## src/rtl/fetch_queue.sv

```systemverilog
// Instruction buffer between fetch and decode: DEPTH-entry FIFO of {instr, pc} with flush.
// Latency 1 cycle push-to-head (no bypass); in_ready drops only when full, a full queue ignores same-cycle push.
module fetch_queue #(
  parameter int          DEPTH = 2,
  parameter logic [31:0] NOP   = 32'h00000013
) (
  input  logic                       clk,
  input  logic                       reset,
  input  logic                       in_valid,
  output logic                       in_ready,
  input  logic [31:0]                in_instr,
  input  logic [31:0]                in_pc,
  input  logic                       flush,
  output logic                       out_valid,
  input  logic                       out_ready,
  output logic [31:0]                out_instr,
  output logic [31:0]                out_pc,
  output logic [$clog2(DEPTH):0]     count
);

  localparam int PW = $clog2(DEPTH);
  localparam int CW = PW + 1;
  localparam logic [CW-1:0] FULL = CW'(DEPTH);

  typedef struct packed {
    logic [31:0] instr;
    logic [31:0] pc;
  } entry_t;

  entry_t          mem [DEPTH];
  logic [PW-1:0]   wr_ptr;
  logic [PW-1:0]   rd_ptr;
  logic [CW-1:0]   occ;
  logic            push;
  logic            pop;

  assign in_ready  = (occ != FULL);
  assign out_valid = (occ != '0);
  assign push      = in_valid && in_ready;
  assign pop       = out_valid && out_ready;
  assign count     = occ;
  assign out_instr = out_valid ? mem[rd_ptr].instr : NOP;
  assign out_pc    = out_valid ? mem[rd_ptr].pc    : 32'h0;

  // Array contents survive flush/reset; occupancy alone decides what is visible.
  always_ff @(posedge clk) begin
    if (push && !flush) begin
      mem[wr_ptr] <= '{instr: in_instr, pc: in_pc};
    end
  end

  always_ff @(posedge clk or negedge reset) begin
    if (!reset) begin
      wr_ptr <= '0;
      rd_ptr <= '0;
      occ    <= '0;
    end else if (flush) begin
      wr_ptr <= '0;
      rd_ptr <= '0;
      occ    <= '0;
    end else begin
      if (push) wr_ptr <= wr_ptr + PW'(1);
      if (pop)  rd_ptr <= rd_ptr + PW'(1);
      case ({push, pop})
        2'b10:   occ <= occ + CW'(1);
        2'b01:   occ <= occ - CW'(1);
        default: occ <= occ;
      endcase
    end
  end

endmodule

```

## config.mk

```make
export PLATFORM = sky130hd
export DESIGN_NAME = fetch_queue
export DESIGN_NICKNAME = d
export VERILOG_FILES = /design/src/rtl/fetch_queue.sv
export SDC_FILE = /design/constraint.sdc
export NUM_CORES = 1
export LEC_CHECK = 0
export BUFFER_PORTS_ARGS = -buffer_cell sky130_fd_sc_hd__buf_4
export CORE_UTILIZATION = 52
export CTS_CLUSTER_DIAMETER = 80
export DETAILED_ROUTE_END_ITERATION = 7
export PLACE_DENSITY_LB_ADDON = 0.3
export RECOVER_POWER = 50
export SKIP_CTS_REPAIR_TIMING = 1
export SLEW_MARGIN = 20
export SYNTH_ARGS = -nofsm -noshare
export SYNTH_HDL_FRONTEND = slang
export SYNTH_SLANG_ARGS = --single-unit
```

## constraint.sdc

```tcl
create_clock -name clk -period 6.72 [get_ports clk]
set_input_delay 0.336 -clock clk [delete_from_list [all_inputs] [get_ports clk]]
set_output_delay 0.336 -clock clk [all_outputs]
set_load 0.01 [all_outputs]
```

==> flow_metrics.tcl <==
set metrics [dict create \
    outcome "finished, violations left" \
    violations "capacitance limit, slew limit" \
    initial_core_util_pct 54.16 \
    yosys_warnings 0 \
    placed_area_um2 6177 \
    worstMarginPinSlew_ns 3.679 \
    ir_worst_vdd_mv 0.2115 \
    hold_viol 0 \
    min_period_ns 4.109 \
    vias 3074 \
    arrival_ns 4.13 \
    finalInstanceArea_um2 7126 \
    final_common_cell "edfxtp_1" \
    die_y_um 100.3 \
    fill_cells 600 \
    initialDrtViolationCount 100 \
    die-area_um2 10070 \
    drv_cap 3 \
    io_pins 137 \
    grt_pass1_vias 2897 \
    min_path_type "input pin to register" \
    core-area_um2 9284 \
    slew_viol_final 146 \
    syn_avg_cell_area_um2 16.99 \
    dp_slack_ns 4.598 \
    rsz0062_at_grt "false" \
    gr-total-overflow 0 \
    synthesis.nets 365 \
    crit_path_end_kind "register" \
    antenna_found_initial 0 \
    wl_mm 10.03 \
    skew_ns 0.005964 \
    ys_ff_latch 132 \
    p_leak_uw 0.002644 \
    grt_first_pass_wirelength_mm 14.11 \
    wl_per_cell_um 16.03 \
    antenna_left 0 \
    htree_levels 4 \
    cp-start-kind "register" \
    synthCells 296 \
    drive_gt1_share_pct 31.19 \
    port-buffer-count 136 \
    cts-root-buf "clkbuf_8" \
    fp-row-count 35 \
    worst-setup-path-type "register to register" \
    regArea_um2 3944 \
    cts_sinks 132 \
    place_hpwl_mm 5.539 \
    syn-cell-area_um2 5029 \
    syn_to_final_growth_pct 41.70 \
    nNetsFinal 554 \
    grtUsageTotal_pct 19.03 \
    multiInputGateArea_um2 1008 \
    slowest_delay_ns 2.61 \
    cts.clk_slew.worst_paths_ns 0.06 \
    critPathRequiredTime_ns 6.74 \
    period_share_pct 61.14 \
    cts-buffers-inserted 17 \
    cp_max_fo 64 \
    drc 0 \
    cts_buffer_depth 2 \
    cp_slowest_cell "clkbuf_1" \
    grt_max_degree 66 \
    ys_types 21 \
    fmax_mhz 243.4 \
    max_slew_margin_pct -145.3 \
    drt_first_pass_iters 5 \
    gp_congestion 0.7589 \
    clkLatencyLatePin_ns 0.49 \
    setup_tns_ns 0 \
    cp_cell_sequence "nor2b_1 -> inv_1 -> nand2_1 -> nor3_1 -> clkbuf_1" \
    cts_tree "yes" \
    die_w_um 100.3 \
    final_cell_mix "edfxtp_1, buf_4, mux2i_1" \
    viasPerCell 4.911 \
    yosysSeqAreaShare_pct 78.43 \
    num_antenna_cells 0 \
    power_per_cell_area_nw_per_um2 288.6 \
    setup_viol 0 \
    layout_setup_ws_ns 2.611 \
]
-- per-stage QoR --
stage | power [µW] | hold slack [ns] | util [%] | cells
6_report | 2056 | 0.05201 | 76.75 | 626
4_1_cts | 2049 | -0.3967 | 72.76 | 582
2_1_floorplan | 1068 | 0.04041 | - | 296
5_1_grt | 2124 | 0.01972 | 76.75 | 626
3_5_place_dp | 1166 | 0.1350 | 66.54 | 551
3_3_place_gp | 1162 | 0.1349 | 66.54 | 551
-- power breakdown --
group	internal, µW	switching, µW
clock	560	326
sequential	939	18.7
combinational	112	101
-- Yosys cell counts --
| cell type | instances | share of area, % |
|---|---|---|
| nand3b_1 | 1 | 0.15 |
| nor3b_1 | 1 | 0.15 |
| or3_2 | 1 | 0.15 |
| nor2b_1 | 1 | 0.12 |
| mux2i_1 | 64 | 13 |
| or4b_1 | 1 | 0.20 |
| o21ai_0 | 3 | 0.30 |
| nand3_1 | 1 | 0.099 |
| nor2_1 | 64 | 4.8 |
| edfxtp_1 | 128 | 76 |
| buf_4 | 5 | 0.75 |
| a21oi_1 | 2 | 0.20 |
| nor3_1 | 1 | 0.099 |
| inv_1 | 2 | 0.15 |
| nand2_1 | 5 | 0.37 |
| a22oi_1 | 1 | 0.15 |
| buf_2 | 8 | 0.80 |
| xor2_1 | 1 | 0.17 |
| dfrtp_1 | 4 | 2.0 |
| inv_2 | 1 | 0.075 |
| a31oi_1 | 1 | 0.12 |
-- metal layers --
metal / wire length [µm] / GRT usage, % / vias up
met1: 4009 / 24.04 / 1472
li1: - / - / 1477
met2: 5407 / 30.72 / 119
met3: 565 / 6.128 / 6
met5: 0 / 0 / -
met4: 51 / 7.581 / 0
-- worst paths after layout --
path,start,end,slack (ns),depth (start not counted)
max,count[1],mem[0][15],2.61,5
min in group asynchronous,reset,count[1],0.21,2
min reg2reg,wr_ptr,wr_ptr,0.61,2
min,flush,count[1],0.05,2
max reg2reg,count[1],mem[0][15],2.61,5
max in group asynchronous,reset,rd_ptr,6.32,2
-- final cells by class --
type,instances,area share [%]
clock buffer,17,5.812
clock inverter,14,2.300
timing repair buffer,183,19.96
sequential,132,55.35
tap,129,2.265
multi-input combinational,148,14.15
inverter,3,0.1580
-- state kept, by name (all words and copies together), names as in the netlist --
| signal | cells |
|---|---|
| mem | 128 |
| wr_ptr | 1 |
| count | 2 |
| rd_ptr | 1 |
-- logic make-up (layout without fill, tap and decap cells) --
kind of cell              count (synthesis)  in the layout  share of synthesized area [%]
AOI/OAI and AO/OA                         7              7                         0.7714
and+or+nand+nor                          76             76                          6.121
muxes                                    64             64                          12.74
xor gates and xnor gates                  1              1                         0.1742
buffers and inverters                    16            217                          1.767
DFF                                     132            132                          78.43
-- critical path, delay by kind of cell, from the launching register on --
family | cells | cell delay, ns
buffers and inverters | 2 | 2.70
flip-flops | 1 | 0.46
AND/OR/NAND/NOR | 3 | 0.44
Power figures use the tool's default switching activity.
